[config.mk]
export PLATFORM = sky130hd
export DESIGN_NAME = dac_cfg_sequencer_flat
export DESIGN_NICKNAME = d
export VERILOG_FILES = /design/src/rtl/dac_cfg_sequencer_if.sv /design/src/rtl/dac_cfg_sequencer.sv /design/src/flat_wrapper.sv
export SDC_FILE = /design/constraint.sdc
export NUM_CORES = 1
export LEC_CHECK = 0
export BUFFER_PORTS_ARGS = -buffer_cell sky130_fd_sc_hd__clkbuf_2
export CAP_MARGIN = 20
export CORE_MARGIN = 5
export CORE_UTILIZATION = 51
export DETAILED_ROUTE_END_ITERATION = 6
export PLACE_DENSITY = 0.92
export SLEW_MARGIN = 20
export SYNTH_ARGS = -nofsm -noshare
export SYNTH_HDL_FRONTEND = slang
export SYNTH_SLANG_ARGS = --single-unit
[constraint.sdc]
create_clock -name clk -period 3.7 [get_ports clk]
set_input_delay 0.925 -clock clk [delete_from_list [all_inputs] [get_ports clk]]
set_output_delay 0.925 -clock clk [all_outputs]
set_load 0.005 [all_outputs]
[src/rtl/dac_cfg_sequencer_if.sv]
// Bus bundle between the DAC config sequencer, the DAC SPI master
// and the host port.
interface dac_cfg_sequencer_if;
    logic [5:0] spi_reg;
    logic [7:0] spi_data_in;
    logic       spi_rw;
    logic       spi_send;
    logic       spi_done;
    logic [7:0] spi_data_out;
    logic       host_req;
    logic       host_rw;
    logic [5:0] host_reg;
    logic [7:0] host_wdata;
    logic       host_ack;
    logic [7:0] host_rdata;

    modport master (
        output spi_reg, spi_data_in, spi_rw, spi_send,
        output host_ack, host_rdata,
        input  spi_done, spi_data_out,
        input  host_req, host_rw, host_reg, host_wdata
    );

    modport slave (
        input  spi_reg, spi_data_in, spi_rw, spi_send,
        input  host_ack, host_rdata,
        output spi_done, spi_data_out,
        output host_req, host_rw, host_reg, host_wdata
    );
endinterface

[src/rtl/dac_cfg_sequencer.sv]
// DAC register init sequencer: writes and verifies a static table,
// then forwards single host register transfers to the SPI master.
module dac_cfg_sequencer #(
    parameter int NUM_REGS       = 8,
    parameter int STARTUP_DELAY  = 1024,
    parameter int TIMEOUT_CYCLES = 65536,
    parameter int MAX_RETRIES    = 3
) (
    input  logic                   clk,
    input  logic                   reset_n,
    input  logic [NUM_REGS*14-1:0] init_table,
    dac_cfg_sequencer_if.master    bus,
    output logic                   init_done,
    output logic                   init_error,
    output logic [4:0]             err_index
);
    localparam int TW = $clog2(TIMEOUT_CYCLES + 1);
    localparam int RW = $clog2(MAX_RETRIES + 2);
    localparam logic [TW-1:0] T_LAST   = TW'(TIMEOUT_CYCLES - 1);
    localparam logic [15:0]   PWR_LAST = 16'(STARTUP_DELAY - 1);
    localparam logic [4:0]    IDX_LAST = 5'(NUM_REGS - 1);

    typedef enum logic [2:0] {
        WAIT_PWR, LOAD, SEND, WAIT_ACK,
        WAIT_DONE, CHECK, READY, ERROR
    } state_t;

    state_t        state;
    logic [15:0]   pwr_cnt;
    logic [TW-1:0] tcnt;
    logic [4:0]    idx;
    logic [RW-1:0] retry;
    logic          host_op;
    logic          fail;
    logic [7:0]    rd_q;
    logic [13:0]   entry;
    logic          tmo;

    always_comb begin
        entry = init_table[int'(idx)*14 +: 14];
        tmo   = (tcnt == T_LAST);
    end

    always_ff @(posedge clk or negedge reset_n) begin
        if (!reset_n) begin
            state           <= WAIT_PWR;
            pwr_cnt         <= '0;
            tcnt            <= '0;
            idx             <= '0;
            retry           <= '0;
            host_op         <= 1'b0;
            fail            <= 1'b0;
            rd_q            <= '0;
            bus.spi_reg     <= '0;
            bus.spi_data_in <= '0;
            bus.spi_rw      <= 1'b1;
            bus.spi_send    <= 1'b0;
            bus.host_ack    <= 1'b0;
            bus.host_rdata  <= '0;
            init_done       <= 1'b0;
            init_error      <= 1'b0;
            err_index       <= '0;
        end else begin
            bus.spi_send <= 1'b0;
            bus.host_ack <= 1'b0;
            unique case (state)
                WAIT_PWR: begin
                    if (pwr_cnt == PWR_LAST) begin
                        idx   <= '0;
                        retry <= '0;
                        state <= LOAD;
                    end else begin
                        pwr_cnt <= pwr_cnt + 16'd1;
                    end
                end
                LOAD: begin
                    bus.spi_reg     <= entry[13:8];
                    bus.spi_data_in <= entry[7:0];
                    bus.spi_rw      <= 1'b1;
                    host_op         <= 1'b0;
                    state           <= SEND;
                end
                SEND: begin
                    if (bus.spi_done) begin
                        bus.spi_send <= 1'b1;
                        tcnt         <= '0;
                        state        <= WAIT_ACK;
                    end
                end
                WAIT_ACK: begin
                    if (!bus.spi_done) begin
                        tcnt  <= tcnt + 1'b1;
                        state <= WAIT_DONE;
                    end else if (tmo) begin
                        if (host_op) begin
                            bus.host_ack   <= 1'b1;
                            bus.host_rdata <= 8'hFF;
                            state          <= READY;
                        end else begin
                            fail  <= 1'b1;
                            state <= CHECK;
                        end
                    end else begin
                        tcnt <= tcnt + 1'b1;
                    end
                end
                WAIT_DONE: begin
                    if (bus.spi_done) begin
                        if (host_op) begin
                            bus.host_ack <= 1'b1;
                            if (!bus.spi_rw)
                                bus.host_rdata <= bus.spi_data_out;
                            state <= READY;
                        end else if (bus.spi_rw) begin
                            // write phase done, read the same register back
                            bus.spi_rw <= 1'b0;
                            state      <= SEND;
                        end else begin
                            rd_q  <= bus.spi_data_out;
                            fail  <= 1'b0;
                            state <= CHECK;
                        end
                    end else if (tmo) begin
                        if (host_op) begin
                            bus.host_ack   <= 1'b1;
                            bus.host_rdata <= 8'hFF;
                            state          <= READY;
                        end else begin
                            fail  <= 1'b1;
                            state <= CHECK;
                        end
                    end else begin
                        tcnt <= tcnt + 1'b1;
                    end
                end
                CHECK: begin
                    if (!fail && rd_q == entry[7:0]) begin
                        if (idx == IDX_LAST) begin
                            init_done <= 1'b1;
                            state     <= READY;
                        end else begin
                            idx   <= idx + 5'd1;
                            retry <= '0;
                            state <= LOAD;
                        end
                    end else if (int'(retry) < MAX_RETRIES) begin
                        retry <= retry + 1'b1;
                        state <= LOAD;
                    end else begin
                        init_error <= 1'b1;
                        err_index  <= idx;
                        state      <= ERROR;
                    end
                end
                READY: begin
                    if (bus.host_req) begin
                        host_op         <= 1'b1;
                        bus.spi_rw      <= bus.host_rw;
                        bus.spi_reg     <= bus.host_reg;
                        bus.spi_data_in <= bus.host_wdata;
                        state           <= SEND;
                    end
                end
                ERROR: begin
                    state <= ERROR;
                end
            endcase
        end
    end
endmodule

[src/flat_wrapper.sv]
// flat-port wrapper written by rule: the top's interface ports become plain ports
module dac_cfg_sequencer_flat 
#(
    parameter int NUM_REGS       = 8,
    parameter int STARTUP_DELAY  = 1024,
    parameter int TIMEOUT_CYCLES = 65536,
    parameter int MAX_RETRIES    = 3
)
  (clk, reset_n, init_table, init_done, init_error, err_index, bus_spi_reg, bus_spi_data_in, bus_spi_rw, bus_spi_send, bus_host_ack, bus_host_rdata, bus_spi_done, bus_spi_data_out, bus_host_req, bus_host_rw, bus_host_reg, bus_host_wdata);
  dac_cfg_sequencer_if bus_i ();
  input  logic clk;
  input  logic reset_n;
  input  logic [NUM_REGS*14-1:0] init_table;
  output logic init_done;
  output logic init_error;
  output logic [4:0] err_index;
  output wire logic [$bits(bus_i.spi_reg)-1:0] bus_spi_reg;
  output wire logic [$bits(bus_i.spi_data_in)-1:0] bus_spi_data_in;
  output wire logic [$bits(bus_i.spi_rw)-1:0] bus_spi_rw;
  output wire logic [$bits(bus_i.spi_send)-1:0] bus_spi_send;
  output wire logic [$bits(bus_i.host_ack)-1:0] bus_host_ack;
  output wire logic [$bits(bus_i.host_rdata)-1:0] bus_host_rdata;
  input wire logic [$bits(bus_i.spi_done)-1:0] bus_spi_done;
  input wire logic [$bits(bus_i.spi_data_out)-1:0] bus_spi_data_out;
  input wire logic [$bits(bus_i.host_req)-1:0] bus_host_req;
  input wire logic [$bits(bus_i.host_rw)-1:0] bus_host_rw;
  input wire logic [$bits(bus_i.host_reg)-1:0] bus_host_reg;
  input wire logic [$bits(bus_i.host_wdata)-1:0] bus_host_wdata;
  assign bus_spi_reg = bus_i.spi_reg;
  assign bus_spi_data_in = bus_i.spi_data_in;
  assign bus_spi_rw = bus_i.spi_rw;
  assign bus_spi_send = bus_i.spi_send;
  assign bus_host_ack = bus_i.host_ack;
  assign bus_host_rdata = bus_i.host_rdata;
  assign bus_i.spi_done = bus_spi_done;
  assign bus_i.spi_data_out = bus_spi_data_out;
  assign bus_i.host_req = bus_host_req;
  assign bus_i.host_rw = bus_host_rw;
  assign bus_i.host_reg = bus_host_reg;
  assign bus_i.host_wdata = bus_host_wdata;
  dac_cfg_sequencer #(.NUM_REGS(NUM_REGS), .STARTUP_DELAY(STARTUP_DELAY), .TIMEOUT_CYCLES(TIMEOUT_CYCLES), .MAX_RETRIES(MAX_RETRIES)) u_core (.clk(clk), .reset_n(reset_n), .init_table(init_table), .bus(bus_i), .init_done(init_done), .init_error(init_error), .err_index(err_index));
endmodule
# ---- Word-level counts from Yosys, hierarchy flattened
# Index checks and enable logic that the tools add are counted.
dict set report totals {
  ff_bits 86
  elab_cells 132
}
dict set report classes {
  n_addsub 4
  multipliers 1
  order_cmp 1
  eq_ne 25
  n_shift 1
  n_mux 58
  bitwise 5
  reduce_logical 20
}
# op count
set op_table {}
lappend op_table {{$shiftx 112x32->14} 1}
lappend op_table {{$mux 17} 4}
lappend op_table {{$mux 8} 7}
lappend op_table {{$pmux 17 s3} 1}
lappend op_table {{$mux 3} 15}
lappend op_table {{$pmux 8 s2} 2}
lappend op_table {{$pmux 3 s8} 1}
lappend op_table {{$reduce_and 4->1} 6}
lappend op_table {{$add 17x1->17 const B} 1}
lappend op_table {{$eq 17x16->1 const B} 1}
lappend op_table {{$add 16x1->16 const B} 1}
lappend op_table {{$eq 16x10->1 const B} 1}
lappend op_table {{$mux 1} 16}
lappend op_table {{$mux 5} 3}
lappend op_table {{$ne 2x2->1 const B} 7}
lappend op_table {{$eq 3x3->1 const B} 4}
lappend op_table {{$pmux 6 s2} 1}
lappend op_table {{$reduce_and 3->1} 4}
lappend op_table {{$pmux 5 s2} 1}
lappend op_table {{$ne 3x3->1 const B} 3}
lappend op_table {{$eq 8x8->1} 1}
lappend op_table {{$mul 5x3->8 const B} 1}
lappend op_table {{$eq 3x2->1 const B} 2}
lappend op_table {{$mux 6} 1}
lappend op_table {{19 further kinds} 30}

# ---- Depth between registers and ports, before layout
# Gate-level depths: netlist of run 1.
dict set report logic_depth {
  ltp_word 6
  depth_mapped 13
  depth_no_buf 11
}

# ---- Least setup slack after synthesis of run 1
# OpenSTA, ideal clock, no wires.
dict set report synth_path {
  path_kind {register to register}
  start {register u_core.tcnt[3]}
  end {register u_core.state[0]}
  setup_ns 0.100
  t_arrival_ns 2.885
  t_required_ns 3.600
  setup_slack_ns 0.715
  stages_incl_launch_ff 13
  period_less_slack_ns 2.985
  path_cell_list {dfrtp_1 and4_1 clkbuf_1 nand4_1 nor3_1 and3_1 ha_1 clkbuf_1 nor2b_1 or4b_2 nand3_1 o21ai_0 a311oi_1}
}
dict set report synth_between {
  elab_chain_len 4
}
# element line_no
set synth_rtl {}
lappend synth_rtl {{start, declared} dac_cfg_sequencer.sv:30} ;# logic [TW-1:0] tcnt;
lappend synth_rtl {{start signal, assigned} dac_cfg_sequencer.sv:92} ;# tcnt <= tcnt + 1'b1;
lappend synth_rtl {{start signal, assigned} dac_cfg_sequencer.sv:104} ;# tcnt <= tcnt + 1'b1;
lappend synth_rtl {{start signal, assigned} dac_cfg_sequencer.sv:133} ;# tcnt <= tcnt + 1'b1;
lappend synth_rtl {{$eq 17x16->1 (*)} dac_cfg_sequencer.sv:41} ;# tmo = (tcnt == T_LAST);
lappend synth_rtl {{$mux 3 (*)} n/a}
lappend synth_rtl {{$mux 3 (on tied branches)} n/a}
lappend synth_rtl {{$pmux 3 s8 (*)} n/a}
lappend synth_rtl {{end signal, assigned} dac_cfg_sequencer.sv:46} ;# state <= WAIT_PWR;
lappend synth_rtl {{end signal, assigned} dac_cfg_sequencer.sv:71} ;# state <= LOAD;
lappend synth_rtl {{end signal, assigned} dac_cfg_sequencer.sv:81} ;# state <= SEND;
lappend synth_rtl {{end, declared} dac_cfg_sequencer.sv:28} ;# state_t state;
# Mark *: on every way between the ends. The rest lies on a longest branch, timed or not.
# A chain may end at the register's enable or synchronous reset.

# ---- Worst setup path after layout of run 1
# Ends and elaborated chain as after synthesis.

==> results.py, run 1 <==
metrics = {
    "timing": {
        "slew_headroom": 0.493,
        "fin_ws_ps": 314,
        "slew_viol_final": 0,
        "rsz0062_at_grt": "false",
        "finalSetupTns_ps": 0,
        "worstMarginPinSlew_ps": 761,
        "hold_viol": 0,
        "fmax_mhz": 295,
        "fin_skew_ps": 16.3,
        "min_period_over_period": 0.915,
        "min_period_ps": 3390,
        "setup_viol": 0,
    },
    "die": {
        "die_w_um": 111,
        "die-area_um2": 12300,
        "ioPinCount": 171,
        "start_util": 0.527,
        "fp.dieH_um": 111,
        "core_area_um2": 9820,
        "row_count": 36,
    },
    "power_and_ir_drop": {
        "seqPwrFrac": 0.418,
        "vdd_drop_max_mv": 0.234,
        "clockPowerShare": 0.209,
        "p_leak_nw": 3.19,
        "pwr-share-comb": 0.373,
        "pwr_density_cell_nw_per_um2": 521,
        "swShare": 0.382,
        "internal_power_mw": 2.04,
        "p_switching_mw": 1.26,
    },
    "yosys": {
        "synth_area_leaders": "dfrtp_1 (41%), mux2i_1 (7.0%), mux4_2 (6.5%)",
        "synthDistinctLibCells": 58,
        "synth_top_flop_cell": "dfrtp_1",
        "synth_nets": 663,
        "async_flop_share": 1.00,
        "synth_top_area_frac": 0.411,
        "syn_inst": 518,
        "yosysTopAreaCell": "dfrtp_1",
        "synth_most_common_cell": "dfrtp_1",
        "synth_area_per_cell_um2": 9.99,
        "ys_warn_count": 0,
        "netlist_top_cells_count": "dfrtp_1 (85), nand2_1 (59), o21ai_0 (40), mux2i_1 (36), a21oi_1 (31)",
        "yosysSeqAreaShare": 0.416,
        "syn_area_um2": 5170,
        "ys_ff_latch": 86,
        "synth-edff-count": 0,
    },
    "setup_path": {
        "crit_fanout": 9,
        "cp.required_ps": 3950,
        "end_kind": "register",
        "crit_arrival_ps": 3640,
        "cp-start-kind": "register",
        "path_class": "register to register",
    },
    "clocking": {
        "cts_root_buf": "clkbuf_8",
        "cts_setup_buffers": 0,
        "cts_tree": "yes",
        "cts_sinks": 86,
        "clockBufferDepth": 2,
        "hold_buffers": 0,
        "cts_buffers": 9,
        "cts.repair.resized": 0,
        "h-tree-depth": 3,
        "clock_latency_ps": 370,
        "clk_pin_slew_ps": 90,
    },
    "global_routing": {
        "grt_max_degree": 87,
        "track_usage": 0.248,
        "grt_pass1_vias": 5052,
        "antenna_found_initial": 3,
        "grt_pass1_wl_um": 24700,
        "grt_overflow": 0,
    },
    "job": {
        "cap_violations": 0,
    },
    "drt": {
        "drtIter0Drc": 302,
        "viasPerCell": 6.02,
        "wire_per_inst_um": 18.9,
        "drtPass1Iterations": 6,
        "wl_um": 15400,
        "ant_nets": 0,
        "drc_errors": 0,
        "num_vias": 4910,
    },
    "hold_path": {
        "hp-class": "register to register",
    },
    "layout": {
        "layout-drive-gt1-share": 0.343,
        "regMostFlops": "u_core.tcnt",
        "largestRegisters": "u_core.tcnt x17, u_core.pwr_cnt x16",
        "synthToLayoutAreaGrowth_pct": 22.3,
        "num-nets-final": 820,
        "largest_register_ffs": 17,
    },
    "placed_design": {
        "dp_hpwl_um": 12300,
        "port_buffers": 170,
        "dp_slack_ps": 349,
        "place.gp.congestion": 0.935,
    },
    "status": {
        "status": "completed",
    },
}
[worst paths after layout]
kind                                                         endpoint                           from  slack, ps  cells past startpoint
min in group asynchronous       u_core.bus.spi_data_in[2]$_DFFE_PN0P_                        reset_n        620                      1
worst min-delay path                    u_core.pwr_cnt[7]$_DFFE_PN0P_  u_core.pwr_cnt[7]$_DFFE_PN0P_        490                      1
max in group asynchronous                   u_core.idx[1]$_DFFE_PN0P_                        reset_n       2550                      1
worst min register to register          u_core.pwr_cnt[7]$_DFFE_PN0P_  u_core.pwr_cnt[7]$_DFFE_PN0P_        490                      1
worst max register to register            u_core.state[0]$_DFFE_PN0P_     u_core.tcnt[3]$_DFFE_PN0P_        310                     10
worst max-delay path                      u_core.state[0]$_DFFE_PN0P_     u_core.tcnt[3]$_DFFE_PN0P_        310                     10
[layer usage]
metal | up-vias | GRT usage | wire length (um)
met1 | 2381 | 0.281 | 5670
met4 | 0 | 0.138 | 754
met5 | - | 0 | 0
li1 | 2244 | - | -
met3 | 47 | 0.0600 | 1110
met2 | 238 | 0.426 | 7860
[cells in the final DEF (no fill, tap or decap), drive strengths merged, types with 3 or more instances in the layout]
cell type | Yosys | routed
clkbuf | 20 | 179
dfrtp | 85 | 85
nand2 | 59 | 59
o21ai | 40 | 40
mux2i | 36 | 36
a21oi | 31 | 31
nor2 | 25 | 25
nand3 | 20 | 20
mux4 | 16 | 16
mux2 | 15 | 15
a22oi | 14 | 14
xnor2 | 14 | 14
and3 | 11 | 11
inv | 9 | 10
o22a | 8 | 8
xor2 | 7 | 7
a31oi | 7 | 7
buf | 10 | 7
nand4 | 6 | 6
nor3 | 6 | 6
ha | 6 | 6
nor2b | 5 | 5
and2 | 5 | 5
and4 | 4 | 4
or3 | 4 | 4
a22o | 4 | 4
a21o | 4 | 4
o31ai | 4 | 4
nand2b | 4 | 4
clkinvlp | 0 | 4
nor3b | 4 | 4
diode | 0 | 3
or2 | 3 | 3
nor4 | 3 | 3
or4 | 3 | 3
a41oi | 3 | 3
a2bb2oi | 3 | 3
o211ai | 3 | 3
[area by class of cell]
class / instances / area [um^2]
flip-flops and latches: 86 / 2150
clock buffers: 10 / 138
diodes: 3 / 7.51
multi-input cells: 393 / 2860
well taps: 133 / 166
clock inverters: 6 / 68.8
inverters: 9 / 33.8
fillers: 827 / 3490
repair buffers: 176 / 902
[power groups by stage]
stage               Sequential, mW  Clock, mW  Combinational [mW]
floorplan                     1.30          0               0.843
global placement              1.38          0                1.15
detailed placement            1.39          0                1.22
CTS                           1.37      0.693                1.22
global route                  1.41      0.744                1.36
finish                        1.38      0.689                1.23
[kinds of logic (layout without fill, tap and decap cells)]
family	Yosys count	count (layout)	share of synthesized area
flops	86	86	0.416
simple gates	167	167	0.163
buf+inv	39	201	0.0329
other cells	0	3	0
fa+ha+maj	6	6	0.0145
xor+xnor	21	21	0.0356
compound gates	132	132	0.166
mux	67	67	0.173
[per-stage QoR]
stage                     power (mW)  instances   util  instance area, um^2  hold slack, ps
final                           3.30        816  0.644                 6330             488
after global routing            3.51        816  0.644                 6330             511
after CTS                       3.29        813  0.643                 6310             485
after detailed placement        2.61        797  0.622                 6110             459
after global placement          2.53        797  0.622                 6110             453
after floorplan                 2.15        518      -                 5170             438
[critical path, cell delays in order, from the launching register on]
cell and delay [ps]:
dfrtp_1 460, and4_1 380, nand4_1 150, nor3_1 290, and3_1 240, ha_1 340, nor2b_1 280, or4b_2 600
nand3_1 100, o21ai_0 100, a311oi_1 310
(Power assumes the default switching activity.)
==> run 2: changes to the inputs <==
Settings changed: CORE_UTILIZATION 51 to 48, PLACE_DENSITY 0.92 to 0.88, SKIP_LAST_GASP from default to 1.
==> run 2 against run 1 <==
Effect of this change: hold slack got worse by 9.0 ps; clock skew hardly changed; fmax is 2.2% higher; first-iteration DRC count is 6.0% lower; critical path depth fell by 3; setup slack gained 73 ps; utilization down 5.0 points; global-route usage is 0.42 points lower; die area increased by 5.7%; highest routed layer unchanged.
==> results.py, run 2 (synthesis results as in run 1) <==
metrics = {
    "die": {
        "row_count": 38,
        "start_util": 0.484,
        "core_area_um2": 10700,
        "die_w_um": 114,
        "fp.dieH_um": 114,
        "ioPinCount": 171,
        "die-area_um2": 13000,
    },
    "clocking": {
        "h-tree-depth": 3,
        "clockBufferDepth": 2,
        "clock_latency_ps": 370,
        "clk_pin_slew_ps": 90,
        "cts_sinks": 86,
        "cts_setup_buffers": 0,
        "cts.repair.resized": 0,
        "cts_buffers": 9,
        "cts_tree": "yes",
        "hold_buffers": 0,
        "cts_root_buf": "clkbuf_8",
    },
    "drt": {
        "drtIter0Drc": 284,
        "drtPass1Iterations": 5,
        "viasPerCell": 5.98,
        "num_vias": 4895,
        "ant_nets": 0,
        "wl_um": 15400,
        "drc_errors": 0,
        "wire_per_inst_um": 18.8,
    },
    "timing": {
        "finalSetupTns_ps": 0,
        "worstMarginPinSlew_ps": 842,
        "slew_viol_final": 0,
        "rsz0062_at_grt": "false",
        "min_period_ps": 3310,
        "slew_headroom": 0.438,
        "setup_viol": 0,
        "hold_viol": 0,
        "fmax_mhz": 302,
        "min_period_over_period": 0.895,
        "fin_ws_ps": 387,
        "fin_skew_ps": 15.9,
    },
    "status": {
        "status": "completed",
    },
    "hold_path": {
        "hp-start": "u_core.pwr_cnt[7]$_DFFE_PN0P_",
        "hold_depth": 1,
        "hold_end": "u_core.pwr_cnt[7]$_DFFE_PN0P_",
        "hp-class": "register to register",
    },
    "global_routing": {
        "antenna_found_initial": 1,
        "grt_max_degree": 87,
        "grt_pass1_vias": 5193,
        "grt_overflow": 0,
        "track_usage": 0.243,
        "grt_pass1_wl_um": 25100,
    },
    "power_and_ir_drop": {
        "pwr_density_cell_nw_per_um2": 541,
        "vdd_drop_max_mv": 0.252,
        "p_leak_nw": 3.21,
    },
    "layout": {
        "fill_cells": 879,
        "layout_common_cells": "clkbuf_2 (169), dfrtp_1 (84), nand2_1 (59), o21ai_0 (40), mux2i_1 (36)",
        "num-nets-final": 818,
        "final_common_cell": "clkbuf_2",
        "fin_util": 0.594,
        "largestRegisters": "u_core.tcnt x17, u_core.pwr_cnt x16",
        "largest_register_ffs": 17,
        "synthToLayoutAreaGrowth_pct": 22.9,
        "layout-drive-gt1-share": 0.339,
        "regMostFlops": "u_core.tcnt",
    },
    "setup_path": {
        "cp-start-kind": "register",
        "end_kind": "register",
        "r2r-end": "u_core.err_index[3]$_DFFE_PN0P_",
        "r2r_start": "u_core.idx[1]$_DFFE_PN0P_",
        "crit_fanout": 33,
        "regToRegSetupSlack_ps": 390,
        "reg2regPathDepth": 7,
        "path_class": "register to register",
        "crit_arrival_ps": 3570,
        "cp.required_ps": 3950,
    },
    "placed_design": {
        "place.gp.congestion": 0.892,
        "dp_slack_ps": 330,
        "dp_hpwl_um": 12100,
        "port_buffers": 170,
    },
    "job": {
        "cap_violations": 0,
    },
}
run 2: changes by cell type in the layout (fill, tap and decap cells not counted), moves of 2 or more:
| cell | change |
|---|---|
| bufinv_16 | +2 |
| buf_4 | -2 |
| clkinvlp_4 | -3 |
| diode_2 | -2 |
run 2: worst max-delay path by stage:
| stage | start | endpoint |
|---|---|---|
| CTS | u_core.idx[1]$_DFFE_PN0P_ | u_core.err_index[4]$_DFFE_PN0P_ |
| finish | u_core.idx[1]$_DFFE_PN0P_ | u_core.err_index[3]$_DFFE_PN0P_ |
| global placement | init_table[101] | u_core.err_index[1]$_DFFE_PN0P_ |
| detailed placement | init_table[101] | u_core.err_index[4]$_DFFE_PN0P_ |
| floorplan | u_core.tcnt[3]$_DFFE_PN0P_ | u_core.state[0]$_DFFE_PN0P_ |
| global route | u_core.tcnt[3]$_DFFE_PN0P_ | u_core.state[0]$_DFFE_PN0P_ |
run 2: area by class of cell:
type / instances / area, um^2 / area share
sequential: 86 / 2150 / 0.339
tap: 140 / 175 / 0.0275
clock inverter: 6 / 118 / 0.0185
inverter: 9 / 33.8 / 0.00531
timing repair buffer: 174 / 887 / 0.140
antenna: 1 / 2.50 / 0.000394
multi-input combinational: 393 / 2850 / 0.448
clock buffer: 10 / 138 / 0.0216
run 2: per-stage QoR:
step	std cells	area [um^2]	hold slack, ps	power (mW)
global route	819	6360	504	3.66
floorplan	518	5170	438	2.15
detailed placement	802	6100	455	2.60
finish	819	6360	480	3.44
global placement	802	6100	454	2.53
CTS	818	6350	477	3.43
run 2: per-layer routing:
metal | track usage | wire (um) | vias to the layer above
met1 | 0.281 | 5820 | 2362
met2 | 0.410 | 7790 | 243
met4 | 0.157 | 835 | 0
met5 | 0 | 0 | -
met3 | 0.0515 | 952 | 53
li1 | - | - | 2237
run 2: worst max-delay path, stage by stage, from the launching register on:
cell and delay (ps):
dfrtp_2 910, mux4_2 340, nor2_1 50, nor3_1 460, xnor2_1 190, nand4_1 390, o211ai_2 450, mux2_2 380
run 2: power by group:
group	internal, mW	switching [mW]
Sequential	1.16	0.233
Combinational	0.547	0.673
Clock	0.473	0.357
